### src/rtl/bit_stream_window_feeder_32x16_pkg.sv
// Shared constants and helpers for the 32-bit sliding-window bit stream feeder.
package bit_stream_window_feeder_32x16_pkg;

    localparam int DATA_WIDTH    = 32;
    localparam int IN_WIDTH      = DATA_WIDTH >> 1;
    localparam int COMMAND_WIDTH = $clog2(DATA_WIDTH) - 1;
    localparam int LEN_WIDTH     = $clog2(IN_WIDTH) + 1;
    localparam int PTR_WIDTH     = LEN_WIDTH;

    localparam logic [PTR_WIDTH-1:0] PTR_RESET = 5'd16;
    localparam logic [LEN_WIDTH-1:0] LEN_MAX   = 5'd16;

    // Selector shift command: the selector returns window[cmd+16:cmd+1],
    // so the first unconsumed bit at index ptr maps to cmd = ptr - 1.
    function automatic logic [COMMAND_WIDTH-1:0] ptr_to_cmd(input logic [PTR_WIDTH-1:0] ptr);
        return COMMAND_WIDTH'(ptr - 5'd1);
    endfunction

endpackage

### src/rtl/bit_stream_window_feeder_32x16.sv
// Feeds a 32-bit sliding window {hi, lo} of an LSB-first bit stream to the
// downstream 32-to-16 selector and retires words as bits are consumed.
module bit_stream_window_feeder_32x16
    import bit_stream_window_feeder_32x16_pkg::*;
(
    input  logic                     clk,
    input  logic                     rst_n,
    input  logic                     i_en,
    input  logic                     i_flush,
    input  logic                     i_valid,
    input  logic [IN_WIDTH-1:0]      i_data,
    output logic                     o_ready,
    output logic                     o_valid,
    output logic [DATA_WIDTH-1:0]    o_data_bus,
    output logic [COMMAND_WIDTH-1:0] o_cmd,
    input  logic                     i_ready,
    input  logic [LEN_WIDTH-1:0]     i_consume_len
);

    logic [IN_WIDTH-1:0]  win_lo_r;
    logic [IN_WIDTH-1:0]  win_hi_r;
    logic                 lo_vld_r;
    logic                 hi_vld_r;
    logic [PTR_WIDTH-1:0] ptr_r;

    logic [IN_WIDTH-1:0]  win_lo_nxt_s;
    logic [IN_WIDTH-1:0]  win_hi_nxt_s;
    logic                 lo_vld_nxt_s;
    logic                 hi_vld_nxt_s;
    logic [PTR_WIDTH-1:0] ptr_nxt_s;

    logic [LEN_WIDTH-1:0] len_clamp_s;
    logic [5:0]           p_new_s;
    logic                 valid_s;
    logic                 ready_s;
    logic                 fire_s;
    logic                 drop_s;
    logic                 accept_s;

    // Handshake decode: valid/ready come from registered state; o_ready may
    // rise on a same-cycle drop so a full window can stream 16 bits per cycle.
    always_comb begin
        len_clamp_s = i_consume_len;
        if (i_consume_len > LEN_MAX) begin
            len_clamp_s = LEN_MAX;
        end else begin
            len_clamp_s = i_consume_len;
        end
        p_new_s  = {1'b0, ptr_r} + {1'b0, len_clamp_s};
        valid_s  = i_en && hi_vld_r && ((ptr_r == PTR_RESET) || lo_vld_r);
        fire_s   = valid_s && i_ready;
        drop_s   = fire_s && (p_new_s > 6'd16);
        ready_s  = i_en && !i_flush && (!hi_vld_r || drop_s);
        accept_s = i_valid && ready_s;
    end

    // Next-state: flush wins, then pointer advance / word retire, then refill of hi.
    always_comb begin
        win_lo_nxt_s = win_lo_r;
        win_hi_nxt_s = win_hi_r;
        lo_vld_nxt_s = lo_vld_r;
        hi_vld_nxt_s = hi_vld_r;
        ptr_nxt_s    = ptr_r;
        if (i_flush) begin
            win_lo_nxt_s = '0;
            win_hi_nxt_s = '0;
            lo_vld_nxt_s = 1'b0;
            hi_vld_nxt_s = 1'b0;
            ptr_nxt_s    = PTR_RESET;
        end else if (i_en) begin
            if (drop_s) begin
                win_lo_nxt_s = win_hi_r;
                lo_vld_nxt_s = 1'b1;
                hi_vld_nxt_s = 1'b0;
                ptr_nxt_s    = PTR_WIDTH'(p_new_s - 6'd16);
            end else if (fire_s) begin
                ptr_nxt_s    = p_new_s[PTR_WIDTH-1:0];
            end else begin
                ptr_nxt_s    = ptr_r;
            end
            if (accept_s) begin
                win_hi_nxt_s = i_data;
                hi_vld_nxt_s = 1'b1;
            end else begin
                win_hi_nxt_s = win_hi_r;
            end
        end else begin
            ptr_nxt_s    = ptr_r;
        end
    end

    // Window state register with synchronous active-low reset.
    always_ff @(posedge clk) begin
        if (!rst_n) begin
            win_lo_r <= '0;
            win_hi_r <= '0;
            lo_vld_r <= 1'b0;
            hi_vld_r <= 1'b0;
            ptr_r    <= PTR_RESET;
        end else begin
            win_lo_r <= win_lo_nxt_s;
            win_hi_r <= win_hi_nxt_s;
            lo_vld_r <= lo_vld_nxt_s;
            hi_vld_r <= hi_vld_nxt_s;
            ptr_r    <= ptr_nxt_s;
        end
    end

    assign o_valid    = valid_s;
    assign o_ready    = ready_s;
    assign o_data_bus = {win_hi_r, win_lo_r};
    assign o_cmd      = ptr_to_cmd(ptr_r);

endmodule

### config.mk
export PLATFORM = sky130hd
export DESIGN_NAME = bit_stream_window_feeder_32x16
export DESIGN_NICKNAME = d
export VERILOG_FILES = /design/src/rtl/bit_stream_window_feeder_32x16_pkg.sv /design/src/rtl/bit_stream_window_feeder_32x16.sv
export SDC_FILE = /design/constraint.sdc
export NUM_CORES = 1
export LEC_CHECK = 0
export ABC_AREA = 1
export BUFFER_PORTS_ARGS = -buffer_cell sky130_fd_sc_hd__buf_2
export CORE_UTILIZATION = 45
export CTS_CLUSTER_SIZE = 28
export DETAILED_ROUTE_END_ITERATION = 8
export PLACE_DENSITY = 0.82
export SLEW_MARGIN = 20
export SYNTH_ARGS = -nofsm -noshare
export SYNTH_HDL_FRONTEND = slang
export SYNTH_SLANG_ARGS = --single-unit
### constraint.sdc
create_clock -name clk -period 3.7 [get_ports clk]
set_clock_uncertainty 0.15 [all_clocks]
set_input_delay 0.555 -clock clk [delete_from_list [all_inputs] [get_ports clk]]
set_output_delay 0.555 -clock clk [all_outputs]
set_load 0.01 [all_outputs]
==> results.md, run 1 <==
- Syn-to-layout area delta: 22.71%
- Initial antenna violation count: 0
- IO Pins: 65
- Max clock buf depth: 2
- CTS tree: built
- Finished Cell Area: 0.002576 mm^2
- Tot Pwr: ~950 uW
- Most frequent cells in the layout: buf_2, inv_1, dfxtp_1
- Die area: a little under 0.005 mm^2
- Slew @ Worst Pin: 0.4718 ns
- GR Util All Layers: approximately a fifth
- Max Slew Vio Count: 0
- Final WL: about 4.5 mm
- Worst EP required: 2.99 ns
- Row count: 24
- Num CTS Buffers: 5
- GRT Residual Overflow: 0
- Setup slack, reg-to-reg: between 1 and 1.5 ns
- Largest cells by area after synthesis: dfxtp_1, inv_1, nand2_1, a21oi_1, nand2_4
- Post-synth top area cell: dfxtp_1
- Die X: 70.31 um
- MaxCap Viol Count: 0
- DRC viols: 0
- Unrepaired setup endpoints after global routing: false
- Setup CP Type: in -> out
- Post-synthesis mux area share: 0%
- Number of port buffers: 64
- Hpwl dp: 3.310 mm
- Max Fclk: roughly 0.32 GHz
- Sequential fraction of the synthesis area: 37.19%
- FF+latch count, synth: 39
- Final Hold Fails: 0
- Largest family of logic cells by synthesized area: simple AND/OR/NAND/NOR gates
- Final Non-Filler Cells: ~400
- Syn Std Cell Area: 0.002100 mm^2
- Average size of a mapped cell: 7.315 um^2
- Fin crit share: 85.11%
- Startpoint types: input port
- Area fraction in and, or, nand and nor cells after synthesis: 28.84%
- Via density: 4.808
- Hold buffers post-CTS: 0
- Max IR drop VDD: 0.2221 mV
- Starting Density: 47.56%
- CP Capture Type: primary output
- Critical path peak fanout: 5
- DP Area: 0.002436 mm^2
- Power Density: 369.9 mW/mm^2
- ANT nets after route: 0
- Core ar.: 0.004414 mm^2
- Vias: just under 2000
- Post-synthesis net count: 322
- Share of layout cells above drive strength 1: 32.66%
- Fin crit period: about 3.1 ns
- Outcome: completed
- Largest net degree at the start of global routing: 39
- Synth warn: 0
- Adder-cell area share of the yosys netlist: 5.125%
- RD Place Congestion: 0.8226
- Diodes inserted: 0
- Inst Count DP: roughly 400
- Final setup TNS: 0 ns
- Commonest non-fill, non-tap cell in the layout: buf_2
- First-pass GRT wire length: ~7.8 mm
- Die Ht: around 70 um
- Synth Area in Compound Gates: approximately an eighth
- Synth cell types: 28
- Final net count: 383
- Root Driver: clkbuf_8
- Vias in the first global route: between 1500 and 2000
- Setup violators final: 0
- Skew-Pair Late Insertion Delay: 0.28 ns
- Leakage power: around 1.3 nW
- H-tree depth: 2
- Data arrival, critical path: 2.44 ns
- Post-CTS Setup Repair Bufs: 0
- Hold Path Class: reg -> reg
- Max-slew headroom: 68.50%
- Xor/xnor share of the synthesized area: less than 1%
- Reg clk slew, reported paths: 0.08 ns
- Gate count after technology mapping: 287
- WL/cell: approximately 11 um
- CTS resizes: 0
- Yosys top cell area share: a little under two fifths
- DR iter-0 viols: 128
- Clock sinks: 39
- Drt first pass iters: 4
[power by group]
| group | leakage [nW] | switching, mW | internal (mW) |
|---|---|---|---|
| Combinational | 0.938 | 0.0601 | 0.0387 |
| Clock | 0.0703 | 0.153 | 0.274 |
| Sequential | 0.315 | 0.00290 | 0.424 |
[stage by stage]
| stage | setup WS [ns] | util (%) | hold WS [ns] |
|---|---|---|---|
| 6_report | 0.5509 | 58.36 | 0.3047 |
| 5_1_grt | 0.4091 | 58.36 | 0.3320 |
| 4_1_cts | 0.5664 | 58.36 | 0.3080 |
| 3_5_place_dp | 0.5686 | 55.19 | 0.2961 |
| 3_3_place_gp | 0.6098 | 55.19 | 0.2962 |
| 2_1_floorplan | 0.8969 | - | 0.2831 |
[state kept, by name (all words and copies together) (netlist names)]
| signal | cells |
|---|---|
| win_hi_r | 16 |
| win_lo_r | 16 |
| ptr_r | 5 |
| lo_vld_r | 1 |
| hi_vld_r | 1 |
[worst max-delay path: stages]
cell and delay [ns]:
buf_2 0.13, nor2_1 0.11, ha_1 0.23, fa_1 0.44
or2_2 0.28, nor2_1 0.13, nand3_1 0.09, nand2_1 0.07
nand2_2 0.07, nand2_4 0.11, a21boi_0 0.09, buf_2 0.15
[synthesized netlist by cell type (all sizes together)]
| library cell | n |
|---|---|
| clkbuf | 6 |
| nand4 | 17 |
| o21ai | 22 |
| buf | 6 |
| nand3 | 10 |
| nand2 | 51 |
| nor2 | 26 |
| o31ai | 1 |
| xor2 | 2 |
| dfxtp | 39 |
| a31oi | 1 |
| inv | 70 |
| nor3b | 1 |
| fa | 1 |
| or2 | 1 |
| a21boi | 2 |
| ha | 7 |
| a21oi | 24 |
[routing by layer]
layer  vias to the layer above  global-route usage (%)  routed length (um)
met1                       866                   21.70                1971
li1                       1011                       -                   -
met3                         5                   4.762                 209
met4                         0                   4.000                  28
met2                        46                   36.08                2262
met5                         -                       0                   0
[path summary, 6_finish.rpt]
| check | startpoint | endpoint | cells past startpoint |
|---|---|---|---|
| setup / recovery | i_consume_len[4] | o_ready | 12 |
| hold / removal | lo_vld_r$_SDFFE_PP0P_ | lo_vld_r$_SDFFE_PP0P_ | 2 |
| setup reg to reg | ptr_r[0]$_SDFFE_PP0P_ | win_hi_r[1]$_SDFFE_PP0P_ | 13 |
| hold reg to reg | lo_vld_r$_SDFFE_PP0P_ | lo_vld_r$_SDFFE_PP0P_ | 2 |
[kinds of logic after synthesis]
| family | Yosys count |
|---|---|
| AOI/OAI and AO/OA | 50 |
| xor gates and xnor gates | 2 |
| adders and majority gates | 8 |
| buffers and inverters | 82 |
| DFF | 39 |
| and+or+nand+nor | 106 |
[area by class of cell]
class | count | area, um^2
inverters | 70 | 262.8
clock buffers | 5 | 68.82
fillers | 417 | 1838
clock inverters | 3 | 71.32
flip-flops and latches | 39 | 780.7
well taps | 52 | 65.06
repair buffers | 66 | 335.3
multi-input cells | 166 | 992.2
Power figures use the tool's default switching activity.
==> run 2: changes to the inputs <==
--- a/config.mk
+++ b/config.mk
@@ -8,7 +8,6 @@
 export ABC_AREA = 1
 export BUFFER_PORTS_ARGS = -buffer_cell sky130_fd_sc_hd__buf_2
 export CORE_UTILIZATION = 45
-export CTS_CLUSTER_SIZE = 28
 export DETAILED_ROUTE_END_ITERATION = 8
 export PLACE_DENSITY = 0.82
 export SLEW_MARGIN = 20
==> constraint.sdc (replaced) <==
create_clock -name clk -period 3 [get_ports clk]
set_clock_uncertainty 0.15 [all_clocks]
set_input_delay 0.45 -clock clk [delete_from_list [all_inputs] [get_ports clk]]
set_output_delay 0.45 -clock clk [all_outputs]
set_load 0.01 [all_outputs]
==> results.md, run 2 (synthesis results as in run 1) <==
- Outcome: completed (unchanged)
- Commonest non-fill, non-tap cell in the layout: buf_2 (unchanged)
- IO Pins: 65 (unchanged)
- Final WL: 4.618 mm (was 4.471 mm)
- Setup CP Type: in -> out (unchanged)
- Final setup TNS: 0 ns (unchanged)
- Fin crit period: 2.891 ns
- Max clock buf depth: 2 (unchanged)
- Num CTS Buffers: 5 (unchanged)
- Leakage power: 1.310 nW (was 1.323 nW)
- Fin crit share: 96.37%
- Crit path top cell by count: buf_2
- Hold Path Class: reg -> reg (unchanged)
- Worst Hold Margin: 0.3098 ns (was 0.3047 ns)
- Clock sinks: 39 (unchanged)
- Worst path slowest cell: fa_1 (unchanged)
- CP Capture Type: primary output (unchanged)
- MaxCap Viol Count: 0 (unchanged)
- Core ar.: 0.004414 mm^2 (unchanged)
- Regs by FF count: win_hi_r: 16 flops, win_lo_r: 16 flops, ptr_r: 5 flops (unchanged)
- Root Driver: clkbuf_8 (unchanged)
- CP max stage delay: 0.43 ns (was 0.44 ns)
- DRC viols: 0 (unchanged)
- Die Ht: 70.31 um (unchanged)
- Die area: 0.004943 mm^2 (unchanged)
- Die X: 70.31 um (unchanged)
- Drt first pass iters: 4 (unchanged)
- Hpwl dp: 3.365 mm (was 3.310 mm)
- Slew @ Worst Pin: 0.4952 ns (was 0.4718 ns)
- CTS tree: built (unchanged)
- Initial antenna violation count: 0 (unchanged)
- Worst EP required: 2.40 ns (was 2.99 ns)
- GRT Residual Overflow: 0 (unchanged)
- Starting Density: 47.56% (unchanged)
- Setup violators final: 0 (unchanged)
- H-tree depth: 2 (unchanged)
- Via density: 4.808 (about the same)
- WL/cell: 11.49 um (was 11.15 um)
- RD Place Congestion: 0.8542 (was 0.8226)
- Number of port buffers: 64 (unchanged)
- DR iter-0 viols: 98 (was 128)
- Reg clk slew, reported paths: 0.07 ns (was 0.08 ns)
- First-pass GRT wire length: 8.017 mm (was 7.783 mm)
- GR Util All Layers: 20.13% (was 19.25%)
- Critical path peak fanout: 5 (unchanged)
- Final Hold Fails: 0 (unchanged)
- Max IR drop VDD: 0.2659 mV (was 0.2221 mV)
- Power Density: 416.6 mW/mm^2 (was 369.9 mW/mm^2)
- Data arrival, critical path: 2.29 ns (was 2.44 ns)
- Vias: 1933 (was 1928)
- Share of layout cells above drive strength 1: 33.43% (was 32.66%)
- Row count: 24 (unchanged)
- Skew-Pair Late Insertion Delay: 0.28 ns (about the same)
- Startpoint types: input port (unchanged)
- Most frequent cells in the layout: buf_2, inv_1, dfxtp_1 (unchanged)
- Max Slew Vio Count: 0 (unchanged)
- Final net count: 385 (was 383)
- Max Fclk: ~0.35 GHz
- ANT nets after route: 0 (unchanged)
- # fillers: 433 (was 417)
- Syn-to-layout area delta: 22.05% (was 22.71%)
- Crit-path cells: buf_2 -> nor2_2 -> ha_2 -> fa_1 -> or2_2 -> nor2_1 -> nand3_1 -> nand2_1 -> nand2_2 -> nand2_4 -> a21boi_0 -> buf_2 (was buf_2 -> nor2_1 -> ha_1 -> fa_1 -> or2_2 -> nor2_1 -> nand3_1 -> nand2_1 -> nand2_2 -> nand2_4 -> a21boi_0 -> buf_2)
- Vias in the first global route: 1866 (was 1804)
- Largest net degree at the start of global routing: 33 (was 39)
- Diodes inserted: 0 (unchanged)
- Hold buffers post-CTS: 0 (unchanged)
- Max-slew headroom: 66.94% (was 68.50%)
==> run 2: cell types whose count changed in the layout (fill, tap and decap cells not counted) <==
cell and delta:
buf_4 +2, bufinv_16 -1, clkinvlp_4 +1, ha_1 -1
ha_2 +1, inv_8 -1, nor2_1 -1, nor2_2 +1
==> run 2: report_power, final <==
part | switching (mW) | total (mW) | internal, mW | leakage [nW]
clock | 0.174 | 0.417 | 0.243 | 0.0502
combinational | 0.0748 | 0.123 | 0.0484 | 0.945
sequential | 0.00359 | 0.527 | 0.523 | 0.315
total | 0.253 | 1.07 | 0.815 | 1.31
==> run 2: timing repair <==
action / 4_1_cts / 5_1_grt
resized for setup: 0 / 2
setup endpoints to repair: 0 / 1
buffers inserted: 0 / 1
==> run 2: area by class of cell <==
cell class,count,area [um^2],area share [%]
clock buffers,5,68.82,2.686
clock inverters,2,37.54,1.465
inverters,70,262.8,10.25
multi-input cells,166,997.2,38.92
flip-flops and latches,39,780.7,30.47
well taps,52,65.06,2.539
repair buffers,68,350.3,13.67
==> run 2: path summary, 6_finish.rpt <==
kind                         startpoint                  endpoint  slack, ns  cells past startpoint
setup / recovery       i_consume_len[4]                   o_ready       0.11                     12
hold / removal    lo_vld_r$_SDFFE_PP0P_     lo_vld_r$_SDFFE_PP0P_       0.31                      2
setup reg to reg  ptr_r[0]$_SDFFE_PP0P_  win_lo_r[3]$_SDFFE_PP0P_       0.47                     11
hold reg to reg   lo_vld_r$_SDFFE_PP0P_     lo_vld_r$_SDFFE_PP0P_       0.31                      2
==> run 2: layer usage <==
layer	wire length [um]	GRT usage, %
met4	48	6.000
met2	2352	36.83
met5	0	0
met1	2042	23.42
met3	174	3.896
==> run 2: per-stage QoR <==
stage	total power [mW]	cell area (um^2)	utilization, %	setup WS (ns)	instances
floorplan	0.6239	2100	-	0.4069	287
global placement	0.6586	2444	55.36	0.1207	394
detailed placement	0.6618	2444	55.36	0.06829	394
CTS	1.078	2550	57.77	0.06696	401
global route	1.120	2562	58.05	-0.01424	402
finish	1.068	2562	58.05	0.1088	402
==> run 2: worst max-delay path: cells and delay by family <==
family,cells,cell delay (ns)
AO/OA/AOI/OAI,1,0.09
adder cells (fa/ha/maj),2,0.64
AND/OR/NAND/NOR,7,0.82
buffers and inverters,2,0.28
==> run 3: changes to the inputs <==
--- a/config.mk
+++ b/config.mk
@@ -7,9 +7,10 @@
 export LEC_CHECK = 0
 export ABC_AREA = 1
 export BUFFER_PORTS_ARGS = -buffer_cell sky130_fd_sc_hd__buf_2
-export CORE_UTILIZATION = 45
+export CORE_MARGIN = 2
+export CORE_UTILIZATION = 51
 export DETAILED_ROUTE_END_ITERATION = 8
-export PLACE_DENSITY = 0.82
+export PLACE_DENSITY = 0.9
 export SLEW_MARGIN = 20
 export SYNTH_ARGS = -nofsm -noshare
 export SYNTH_HDL_FRONTEND = slang
==> results.md, run 3 (synthesis results as in run 1) <==
- Max-slew headroom: 53.01% (was 66.94%)
- Die Ht: 68.16 um (was 70.31 um)
- Reg2reg path depth: 14 (was 11)
- Sequential Area: 780.7 um^2 (unchanged)
- Number of port buffers: 64 (unchanged)
- Final setup TNS: 0 ns (unchanged)
- Routed met1 length: 1.982 mm (was 2.042 mm)
- Initial antenna violation count: 0 (unchanged)
- Setup violators final: 0 (unchanged)
- DR iter-0 viols: 128 (was 98)
- ANT nets after route: 0 (unchanged)
- Setup CP Type: in -> out (unchanged)
- Max IR drop VDD: 0.2856 mV (was 0.2659 mV)
- Hold EP: win_lo_r[5]$_SDFFE_PP0P_ (was lo_vld_r$_SDFFE_PP0P_)
- CP startpoint: i_consume_len[0] (was i_consume_len[4])
- Leakage power: 1.333 nW (was 1.310 nW)
- Critical path peak fanout: 4 (was 5)
- RD Place Congestion: 0.9488 (was 0.8542)
- Routed met3 length: 365 um (was 174 um)
- MaxCap Viol Count: 0 (unchanged)
- Row count: 23 (was 24)
- Reg-to-reg endpoint: win_hi_r[3]$_SDFFE_PP0P_ (was win_lo_r[3]$_SDFFE_PP0P_)
- Syn-to-layout area delta: 23.66% (was 22.05%)
- Vias: 1978 (was 1933)
- Commonest non-fill, non-tap cell in the layout: buf_2 (unchanged)
- Worst setup margin: 0.1675 ns (was 0.1088 ns)
- Final core utilization: 65.37% (was 58.05%)
- Die area: 0.004646 mm^2 (was 0.004943 mm^2)
- Slew @ Worst Pin: 0.7041 ns (was 0.4952 ns)
- Most frequent cells in the layout: buf_2, inv_1, dfxtp_1 (unchanged)
- Max clock buf depth: 2 (unchanged)
- H-tree depth: 2 (unchanged)
- Largest net degree at the start of global routing: 33 (unchanged)
- Multi-input logic area: 0.001003 mm^2 (was 997.2 um^2)
- Num CTS Buffers: 5 (unchanged)
- DRC viols: 0 (unchanged)
- Fin crit share: 94.42% (was 96.37%)
- CTS tree: built (unchanged)
- Share of layout cells above drive strength 1: 34.28% (was 33.43%)
- Final net count: 387 (was 385)
- Via density: 4.908 (was 4.808)
- WL/cell: 12.00 um (was 11.49 um)
- Worst EP required: 2.40 ns (about the same)
- First-pass GRT wire length: 8.038 mm (was 8.017 mm)
- Final Hold Fails: 0 (unchanged)
- Hold Path Class: reg -> reg (unchanged)
- Met2 routed WL: 2.407 mm (was 2.352 mm)
- Reg clk slew, reported paths: 0.08 ns (was 0.07 ns)
- Worst Hold Launch: win_hi_r[5]$_SDFFE_PP0P_ (was lo_vld_r$_SDFFE_PP0P_)
- Skew-Pair Late Insertion Delay: 0.29 ns (was 0.28 ns)
- GRT Residual Overflow: 0 (unchanged)
- Hold buffers post-CTS: 0 (unchanged)
- Fin crit period: 2.833 ns (was 2.891 ns)
- Vias in the first global route: 1868 (was 1866)
- Core ar.: 0.003971 mm^2 (was 0.004414 mm^2)
- DP Worst Slack: 0.07358 ns (was 0.06829 ns)
- IO Pins: 65 (unchanged)
- Die X: 68.16 um (was 70.31 um)
- Setup slack, reg-to-reg: 0.40 ns (was 0.47 ns)
- Clock sinks: 39 (unchanged)
- Hold depth: 2 (unchanged)
- Drt first pass iters: 4 (unchanged)
- Top sig layer: met4 (unchanged)
- Critical R2R Launch: ptr_r[0]$_SDFFE_PP0P_ (unchanged)
- Max Slew Vio Count: 0 (unchanged)
- Max Fclk: 0.3530 GHz (was 0.3459 GHz)
- Hpwl dp: 3.529 mm (was 3.365 mm)
- Startpoint types: input port (unchanged)
- Worst Hold Margin: 0.3167 ns (was 0.3098 ns)
- Tot Pwr: 1.122 mW (was 1.068 mW)
- Final WL: 4.838 mm (was 4.618 mm)
- GR Util All Layers: 22.82% (was 20.13%)
- Unrepaired setup endpoints after global routing: false
- CP Capture Type: primary output (unchanged)
- Data arrival, critical path: 2.23 ns (was 2.29 ns)
- Root Driver: clkbuf_8 (unchanged)
- Regs by FF count: win_hi_r: 16 flops, win_lo_r: 16 flops, ptr_r: 5 flops (unchanged)
- Outcome: completed (unchanged)
- Power Density: 432.1 mW/mm^2 (was 416.6 mW/mm^2)
- Starting Density: 52.87% (was 47.56%)
- # fillers: 337 (was 433)
- Diodes inserted: 0 (unchanged)
==> run 3: changes by cell type in the layout (fill, tap and decap cells not counted), sizes merged <==
cell	delta
clkbuf	+1
clkinvlp	-1
inv	+1
buf	+2
==> run 3: worst max path at each step <==
stage          endpoint  slack (ns)
4_1_cts         o_ready        0.07
3_5_place_dp    o_ready        0.07
3_3_place_gp    o_ready        0.13
2_1_floorplan   o_ready        0.41
5_1_grt         o_ready        0.02
6_report        o_ready        0.17
==> run 3: area by class of cell <==
cell class                      instances  share of cell area, %
Clock buffer                            6                  3.181
Clock inverter                          2                  1.494
Inverter                               70                  10.12
Multi-Input combinational cell        166                  38.65
Sequential cell                        39                  30.07
Tap cell                               50                  2.410
Timing Repair Buffer                   70                  14.07
==> run 3: timing repair <==
item / in CTS / in global routing
gates resized for setup: 0 / 5
setup endpoints to repair: 0 / 1
hold endpoints to repair: 0 / 0
setup buffers: 0 / 3
==> run 3: stage by stage <==
step / instance area (um^2) / instances
6_report: 2596 / 403
3_5_place_dp: 2441 / 392
2_1_floorplan: 2100 / 287
3_3_place_gp: 2441 / 392
4_1_cts: 2562 / 400
5_1_grt: 2596 / 403
==> run 3: worst max-delay path, cell delays in order <==
cell,delay (ns)
buf_2,0.10
inv_1,0.06
nor2_1,0.04
ha_2,0.19
fa_1,0.50
or2_4,0.25
nor2_2,0.11
nand3_1,0.08
nand2_1,0.07
nand2_2,0.08
nand2_4,0.09
a21boi_0,0.08
buf_2,0.15
==> run 3: per-layer routing <==
layer / GRT usage, % / vias up
met5: 0 / -
met3: 6.414 / 10
li1: - / 1018
met1: 26.98 / 881
met4: 8.250 / 0
met2: 39.32 / 69
==> run 3: power breakdown <==
| part | internal (mW) | switching [mW] |
|---|---|---|
| Clock | 0.274 | 0.195 |
| Combinational | 0.0495 | 0.0767 |
| Sequential | 0.523 | 0.00360 |
| Total | 0.846 | 0.276 |
